**src/rtl/draw_pkg.sv**
```systemverilog
// Types and widths shared by the drawing engines and the plot-port arbiter.
package draw_pkg;

    localparam int unsigned VGA_X_W = 8;
    localparam int unsigned VGA_Y_W = 7;
    localparam int unsigned VGA_C_W = 3;

    typedef enum logic [1:0] {
        ARB_IDLE,
        ARB_RUN,
        ARB_RELEASE
    } arb_state_t;

    typedef struct packed {
        logic [VGA_X_W-1:0] x;
        logic [VGA_Y_W-1:0] y;
        logic [VGA_C_W-1:0] colour;
    } pixel_t;

endpackage

```
**src/rtl/rr_pick.sv**
```systemverilog
// Combinational round-robin picker: first set req bit searching upward from last+1, wrapping.
module rr_pick #(
    parameter int unsigned N_ENG = 3
) (
    input  logic [N_ENG-1:0]         req,
    input  logic [$clog2(N_ENG)-1:0] last,
    output logic [N_ENG-1:0]         pick,
    output logic                     valid
);

    localparam int unsigned IDX_W = $clog2(N_ENG);

    always_comb begin
        int unsigned cand;
        cand  = 0;
        pick  = '0;
        valid = 1'b0;
        for (int unsigned i = 0; i < N_ENG; i++) begin
            // last < N_ENG and i < N_ENG, so one subtraction is enough to wrap
            cand = 32'(last) + i + 32'd1;
            if (cand >= N_ENG) begin
                cand = cand - N_ENG;
            end
            for (int unsigned j = 0; j < N_ENG; j++) begin
                if (!valid && (j == cand) && req[IDX_W'(j)]) begin
                    pick[IDX_W'(j)] = 1'b1;
                    valid           = 1'b1;
                end
            end
        end
    end

endmodule

```
**src/rtl/plot_arbiter.sv**
```systemverilog
// Round-robin owner of the single VGA plot port; runs one engine job at a time
// and forwards only the granted engine's pixel stream, one register stage deep.
module plot_arbiter
    import draw_pkg::*;
#(
    parameter int unsigned N_ENG = 3
) (
    input  logic                       clk,
    input  logic                       rst,
    input  logic [N_ENG-1:0]           req,
    output logic [N_ENG-1:0]           ack,
    output logic                       busy,
    output logic [N_ENG-1:0]           grant,
    output logic [N_ENG-1:0]           eng_start,
    input  logic [N_ENG-1:0]           eng_done,
    input  logic [N_ENG*VGA_X_W-1:0]   eng_x,
    input  logic [N_ENG*VGA_Y_W-1:0]   eng_y,
    input  logic [N_ENG*VGA_C_W-1:0]   eng_colour,
    input  logic [N_ENG-1:0]           eng_plot,
    output logic [VGA_X_W-1:0]         vga_x,
    output logic [VGA_Y_W-1:0]         vga_y,
    output logic [VGA_C_W-1:0]         vga_colour,
    output logic                       vga_plot
);

    localparam int unsigned IDX_W = $clog2(N_ENG);

    arb_state_t       state_q, state_d;
    logic [IDX_W-1:0] last_q, last_d;
    logic [N_ENG-1:0] grant_q, grant_d;
    logic [N_ENG-1:0] start_q, start_d;
    logic [N_ENG-1:0] ack_q, ack_d;
    logic             busy_q, busy_d;
    pixel_t           pix_q, pix_d;
    logic             plot_q, plot_d;

    logic [N_ENG-1:0] pick;
    logic             pick_valid;
    logic [IDX_W-1:0] g_idx;
    pixel_t           pix_mux;
    logic             plot_mux;
    logic             done_g;

    rr_pick #(.N_ENG(N_ENG)) u_pick (
        .req   (req),
        .last  (last_q),
        .pick  (pick),
        .valid (pick_valid)
    );

    // AND-OR mux over the one-hot grant; non-granted engines contribute zero
    always_comb begin
        g_idx   = '0;
        pix_mux = '0;
        for (int unsigned j = 0; j < N_ENG; j++) begin
            if (grant_q[IDX_W'(j)]) begin
                g_idx = g_idx | IDX_W'(j);
            end
            pix_mux.x      = pix_mux.x      | (eng_x[j*VGA_X_W +: VGA_X_W]      & {VGA_X_W{grant_q[IDX_W'(j)]}});
            pix_mux.y      = pix_mux.y      | (eng_y[j*VGA_Y_W +: VGA_Y_W]      & {VGA_Y_W{grant_q[IDX_W'(j)]}});
            pix_mux.colour = pix_mux.colour | (eng_colour[j*VGA_C_W +: VGA_C_W] & {VGA_C_W{grant_q[IDX_W'(j)]}});
        end
    end

    assign plot_mux = |(eng_plot & grant_q);
    assign done_g   = |(eng_done & grant_q);

    always_comb begin
        state_d = state_q;
        last_d  = last_q;
        grant_d = grant_q;
        start_d = start_q;
        ack_d   = '0;
        pix_d   = pix_q;
        plot_d  = 1'b0;
        case (state_q)
            ARB_IDLE: begin
                if (pick_valid) begin
                    grant_d = pick;
                    start_d = pick;
                    state_d = ARB_RUN;
                end
            end
            ARB_RUN: begin
                pix_d  = pix_mux;
                plot_d = plot_mux;
                if (done_g) begin
                    start_d = '0;
                    ack_d   = grant_q;
                    last_d  = g_idx;
                    plot_d  = 1'b0;
                    state_d = ARB_RELEASE;
                end
            end
            ARB_RELEASE: begin
                // Hold ownership until the engine's done falls, so a stale done never completes the next job
                if (!done_g) begin
                    grant_d = '0;
                    state_d = ARB_IDLE;
                end
            end
            default: begin
                grant_d = '0;
                start_d = '0;
                state_d = ARB_IDLE;
            end
        endcase
        busy_d = (state_d != ARB_IDLE);
    end

    always_ff @(posedge clk or posedge rst) begin
        if (rst) begin
            state_q <= ARB_IDLE;
            last_q  <= IDX_W'(N_ENG - 1);
            grant_q <= '0;
            start_q <= '0;
            ack_q   <= '0;
            busy_q  <= 1'b0;
            pix_q   <= '0;
            plot_q  <= 1'b0;
        end else begin
            state_q <= state_d;
            last_q  <= last_d;
            grant_q <= grant_d;
            start_q <= start_d;
            ack_q   <= ack_d;
            busy_q  <= busy_d;
            pix_q   <= pix_d;
            plot_q  <= plot_d;
        end
    end

    assign ack        = ack_q;
    assign busy       = busy_q;
    assign grant      = grant_q;
    assign eng_start  = start_q;
    assign vga_x      = pix_q.x;
    assign vga_y      = pix_q.y;
    assign vga_colour = pix_q.colour;
    assign vga_plot   = plot_q;

endmodule

```
**config.mk**
```make
export PLATFORM = sky130hd
export DESIGN_NAME = plot_arbiter
export DESIGN_NICKNAME = d
export VERILOG_FILES = /design/src/rtl/draw_pkg.sv /design/src/rtl/rr_pick.sv /design/src/rtl/plot_arbiter.sv
export SDC_FILE = /design/constraint.sdc
export NUM_CORES = 1
export LEC_CHECK = 0
export ABC_AREA = 1
export ABC_CLOCK_PERIOD_IN_PS = 2300
export CAP_MARGIN = 0
export CELL_PAD_IN_SITES_DETAIL_PLACEMENT = 0
export CELL_PAD_IN_SITES_GLOBAL_PLACEMENT = 2
export CORE_MARGIN = 2
export CORE_UTILIZATION = 20
export CTS_BUF_LIST = sky130_fd_sc_hd__clkbuf_16
export CTS_CLUSTER_SIZE = 20
export DETAILED_ROUTE_END_ITERATION = 12
export PLACE_DENSITY = 0.86
export SYNTH_ARGS = -nofsm -noshare
export SYNTH_HDL_FRONTEND = slang
export SYNTH_HIERARCHICAL = 1
export SYNTH_SLANG_ARGS = --single-unit
```
**constraint.sdc**
```tcl
create_clock -name clk -period 2.3 [get_ports clk]
set_input_delay 0.575 -clock clk [delete_from_list [all_inputs] [get_ports clk]]
set_output_delay 0.575 -clock clk [all_outputs]
set_load 0.02 [all_outputs]
```
Word level (Yosys, flattened, before mapping)
Index checks and enable logic that the tools add are counted.
- bits in read-only memories: 0
- flip-flop bits (word level): 33
- bits of input ports: 65
- output and inout bits: 29
- bits in latches: 0
- bits in writable memories: 0
- memories: 0
- logic and storage cells: 118
- multiply operators: 0
- div/mod/pow operators: 0
- shift-type cells: 0
- muxes and demuxes: 34
- equal/unequal tests: 10
- $add $sub $neg: 7
- order comparisons: 3
- reduce and logical (&&, ||, !) cells: 35
- bitwise logic cells: 19
- operator list (operator ; number):
    $eq A1 B32 Y1 const A ; 3
    $eq A2 B32 Y1 const A ; 3
    $ge A32 B2 Y1 const B ; 3
    $logic_not A32 Y1 ; 3
    $mux W32 ; 3
    $sub A32 B2 Y32 const B ; 3
    $add A32 B1 Y32 const B ; 2
    $and A8 B8 Y8 ; 3
    $and A7 B7 Y7 ; 3
    $mux W1 ; 20
    $pmux W3 S3 ; 2
    $logic_and A1 B1 Y1 ; 17
    $or A8 B8 Y8 ; 2
    $and A3 B3 Y3 ; 5
    $or A7 B7 Y7 ; 2
    $mux W3 ; 4
    $logic_not A1 Y1 ; 8
    $mux W2 ; 4
    $or A3 B3 Y3 ; 2
    $pmux W2 S3 ; 1
    $reduce_or A3 Y1 ; 2
    $ne A2 B2 Y1 const B ; 2
    $reduce_and A2 Y1 ; 2
    $add A2 B1 Y3 const B ; 1
    7 further kinds ; 8

Longest topological paths before layout
- depth in word-level cells: 41
- depth in mapped cells: 13
- gate-level depth less buffers: 13

Cells and area by module
Netlist, hierarchy kept.
- by module, submodules not included (module ; times used ; area an instance (sq um) ; sequential area each (sq um) ; cells an instance):
    plot_arbiter ; 1 ; 1514.0 ; 827.0 ; 185
    rr_pick ; 1 ; 182.7 ; 0.0 ; 33

Least setup slack after synthesis
No wires, ideal clock.
- path type: register -> register
- start: register last_q[1]
- end: register grant_q[0] (netlist: grant[0])
- period minus slack after synthesis: 1.831 ns
- required time: 2.234 ns
- path buffers: 0
- setup slack: 0.469 ns
- setup time: 0.066 ns
- arrival: 1.765 ns
- cell stages (with the launch flop): 13
- path through: dfstp_2 inv_1 ha_1 nor2_2 nor2_2 nand4_2 nor2_2 nand3_1 inv_1 o21ai_0 nand2_1 nand2_1 nand2_1
- word-level cells in the longest chain between the ends: 40
- elaborated cells between the ends (all ways): 62
- those cells by class: add/sub (7); order compare (3); eq/ne (7); mux (16); reduce/logical (29)
- ends and longest elaborated chain (item ; RTL line ; RTL):
    from (decl) ; plot_arbiter.sv:29 ; logic [IDX_W-1:0] last_q, last_d;
    from (signal assigned) ; plot_arbiter.sv:114 ; last_q <= IDX_W'(N_ENG - 1);
    from (signal assigned) ; plot_arbiter.sv:123 ; last_q <= last_d;
    parallel branches: the longest is 37 deep, another holds $add A32 B1 Y32 ; - ;
    $mux W1 * ; rr_pick.sv:25 ; if (!valid && (j == cand) && req[IDX_W'(j)]) begin
    via pick_valid ; plot_arbiter.sv:38 ; logic pick_valid;
    $ne A2 B2 Y1 (no line) * ; - ;
    $reduce_and A2 Y1 (no line) * ; - ;
    to (signal assigned) ; plot_arbiter.sv:124 ; grant_q <= grant_d;
    to (decl) ; plot_arbiter.sv:30 ; logic [N_ENG-1:0] grant_q, grant_d;
Mark *: on every way through the listed nets, which the timed path passes. The select of a mux whose other input is x is not followed.
A chain may end at the register's enable or synchronous reset.

Worst setup path in the final report
- start: register last_q[1]
- end: register start_q[0] (netlist: eng_start[0])
- word-level cells in the longest chain between the ends: 40
- elaborated cells between the ends (all ways): 62
- those cells by class: add/sub (7); order compare (3); eq/ne (7); mux (16); reduce/logical (29)
- ends and longest elaborated chain (item ; RTL line ; RTL):
    parallel branches: the longest is 37 deep, another holds $add A32 B1 Y32 ; - ;
    $mux W1 * ; rr_pick.sv:25 ;
    via pick_valid ; plot_arbiter.sv:38 ;
    $ne A2 B2 Y1 (no line) * ; - ;
    $reduce_and A3 Y1 (no line) * ; - ;
    to (signal assigned) ; plot_arbiter.sv:125 ; start_q <= start_d;
    to (decl) ; plot_arbiter.sv:31 ; logic [N_ENG-1:0] start_q, start_d;
Marks and branches as above.

==> results by group <==
Run status
  • Outcome: finished clean

Global route
  • Pin count of the biggest net entering global routing: 34
  • Total global-route track usage: 12.52%
  • First-pass GRT wire length: about 9000 µm
  • Vias in the first global route: 1833
  • Initial antenna violation count: 0
  • GRT overflow: 0

Clock tree
  • Worst-skew pair later-pin latency: 0.27 ns
  • Post-CTS setup buffer count: 0
  • Hold_buf cts: 0
  • Max Buffers Root-to-Sink: 2
  • CTS Buf Count: 5
  • CTS tree: built
  • Sink Count: 33
  • H-tree depth: 2
  • Worst-path clk slew: 0.05 ns
  • Clock Tree Root: clkbuf_16

Synthesis
  • Synth Area in XOR/XNOR: 0%
  • Post-Synth Simple-Gate Area: 27.80%
  • Largest family of logic cells by synthesized area: simple AND/OR/NAND/NOR gates
  • Sequential cell area fraction in the yosys report: between 40% and 50%
  • Area leader, netlist: dfrtp_1
  • Yosys synthesis warning count: 6
  • Synth Area in Adders: around 2.2%
  • Fraction of synthesized area in multiplexers: 0%
  • Synth Area per Inst: 7.783 µm²
  • Yosys cell types: 21
  • Seq cells post-synth: 33
  • Synth Instances: 218
  • Synth Cell Area: 0.001697 mm²
  • Complex-gate fraction of the synthesized area: 14.68%
  • Synth top area cells: dfrtp_1, nand2_1, a31oi_1
  • Area share of the largest cell type after synthesis: 47.20%
  • Mapped Nets: 286

Power
  • Power per standard cell area: between 1000 and 1500 mW/mm²
  • Share of total power in sequential cells: 26.9%
  • Pint: 2.112 mW
  • Sw Ratio: between 40% and 50%
  • Net Sw Power: 1.567 mW
  • Worst IR Drop VDD: 310.8 µV
  • Comb pwr share: 56.2%
  • Clock Power Share: 16.9%
  • Final Power: approximately 3.7 mW
  • Leak pwr: 1.236 nW

Detailed routing
  • Avg WL per Cell: 13.65 µm
  • Via density: 4.317
  • Routed wire length: 5733 µm
  • Vias: 1813
  • Drt first-iter violations: 51
  • Final ANT Viol Nets: 0
  • DRT Pass-1 Iters: 4
  • DRC Markers: 0

STA
  • Setup tns final: 0 ns
  • Setup violations, final: 0
  • Min cycle time layout: 2.012 ns
  • Unrepaired setup endpoints after global routing: false
  • Min Hold Slack: 0.4805 ns
  • Final slew viol count: 0
  • Fin crit share: between 80 and 90%
  • Worst Skew: roughly 0.0032 ns
  • Worst-Margin Slew: 0.4461 ns
  • Worst slew margin: 70.23%
  • Final hold vios: 0
  • Max Fclk: 496.9 MHz

Cells and area
  • Share of layout cells above drive strength 1: 6.667%
  • Most common cell after layout, fill and taps aside: clkdlybuf4s50_1
  • Finished Cell Area: 0.002880 mm²
  • Most frequent cells in the layout: clkdlybuf4s50_1, nand2_1, dfrtp_1
  • Non-Filler Instances: 420
  • Fillcell total: 878
  • # nets final: 382
  • Antenna cells: 0
  • P&R area growth vs syn: 69.76%

Worst setup path
  • Startpoint Class: flip-flop
  • Slowest cell on crit path: dfstp_2
  • CP required: 2.51 ns
  • Arrival time at the worst endpoint: 2.22 ns
  • Register-to-Register Path Depth: 13
  • Top Family by Delay on Critical Path: simple AND/OR/NAND/NOR gates
  • CP Depth: 13
  • R2r setup slk: ~0.29 ns
  • CP endpoint: eng_start[0]
  • Reg2reg end: eng_start[0]
  • Critical Path, Cell by Cell: inv_1 -> ha_1 -> nand2_1 -> nand2_1 -> nor2_2 -> nand4_2 -> nor2_2 -> nand3_2 -> inv_1 -> o21ai_0 -> nand2_1 -> nand2_1 -> nand2_1
  • CP startpoint: last_q[1]
  • Crit Path Class: flip-flop to flip-flop
  • CP Buf/Inv Count: 2
  • Critical path peak fanout: 5
  • FF-to-FF Start: last_q[1]
  • Worst setup EP type: flip-flop
  • CP dominant cell by count: nand2_1
  • CP peak stage delay: between 0.5 and 0.6 ns

Floorplan
  • Die height: 96.11 µm
  • Die ar.: 0.009236 mm²
  • Row count: 33
  • Initial core utilization: 20.65%
  • Die W: just under 100 µm
  • Core Area: 0.008217 mm²
  • I/O pin cnt: 94

Flow run
  • # Max-Cap Violations: 0

Placement
  • Post-DP Area: roughly 0.0027 mm²
  • Port buffer count: 93
  • Cell total after placement: 412
  • Routability Congestion: between 0.7 and 0.8
  • DP Wirelength: 4052 µm

Worst hold path
  • Hold WC Path Type: flip-flop to flip-flop
[cell type report]
type                    instances  area, µm²  share of cell area (%)
repair buffers                 98      968.4                   33.62
flip-flops and latches         33      827.0                   28.71
multi-input cells             162      763.2                   26.50
well taps                     105      131.4                   4.561
clock buffers                   5      125.1                   4.344
inverters                      14      52.55                   1.825
clock inverters                 3      12.51                  0.4344
[cell families after synthesis]
| logic type | after synthesis |
|---|---|
| and+or+nand+nor | 115 |
| AOI/OAI and AO/OA | 44 |
| buffers and inverters | 23 |
| adders and majority gates | 3 |
| DFF | 33 |
[metal layers]
metal / wire (µm) / vias to the layer above / GRT usage [%] / part of all wire [%]
met4: 78 / 0 / 4.048 / 1.4
li1: - / 907 / - / -
met2: 2781 / 53 / 22.16 / 49
met1: 2512 / 847 / 15.31 / 44
met5: 0 / - / 0 / 0
met3: 361 / 6 / 2.193 / 6.3
[power groups by stage]
| stage | logic, mW | registers (mW) | clock network [mW] |
|---|---|---|---|
| CTS | 2.10 | 0.992 | 0.649 |
| global placement | 2.08 | 0.995 | 0 |
| global route | 2.31 | 1.02 | 0.674 |
| floorplan | 1.03 | 1.26 | 0 |
| detailed placement | 2.10 | 1.00 | 0 |
| finish | 2.07 | 0.988 | 0.622 |
[sequential cells by signal, summed over array words and instances (netlist names)]
signal	count
vga_x	8
vga_y	7
ack	3
eng_start	3
grant	3
vga_colour	3
last_q	2
state_q	2
busy	1
vga_plot	1
[Yosys cell counts, drive strengths merged]
cell type	instances
nand2	75
buf	3
nor2	28
inv	14
ha	3
nand3	9
dfrtp	32
o211ai	1
o21ai	5
a41oi	1
clkbuf	6
a31oi	18
dfstp	1
a21oi	19
nand4	3
[how the worst min path moves through the flow]
stage	startpoint	to	slack, ns	cells after the start
after floorplan	last_q[1]	last_q[1]	0.48	2
after global placement	eng_start[2]	eng_start[2]	0.48	2
after detailed placement	eng_start[2]	eng_start[2]	0.46	2
after CTS	eng_start[2]	eng_start[2]	0.48	2
after global routing	eng_start[2]	eng_start[2]	0.50	2
final	eng_start[1]	eng_start[1]	0.48	2
[worst min-delay path: stages, from the launching register on]
cell and delay [ns]:
dfrtp_1 0.35, nand2_1 0.06, nand2_1 0.05
[through the flow]
step / utilization, % / worst slack [ns]
finish: 35.05 / 0.2877
global route: 35.05 / 0.03464
CTS: 34.99 / 0.2503
detailed placement: 33.32 / 0.03276
global placement: 33.32 / 0.07396
floorplan: - / 0.4686
[repair_timing]
action	in CTS	in global routing
hold endpoints to repair	0	0
setup endpoints to repair	0	6
gates resized for setup	0	1
Note: power is estimated with default switching activity, not from simulation.
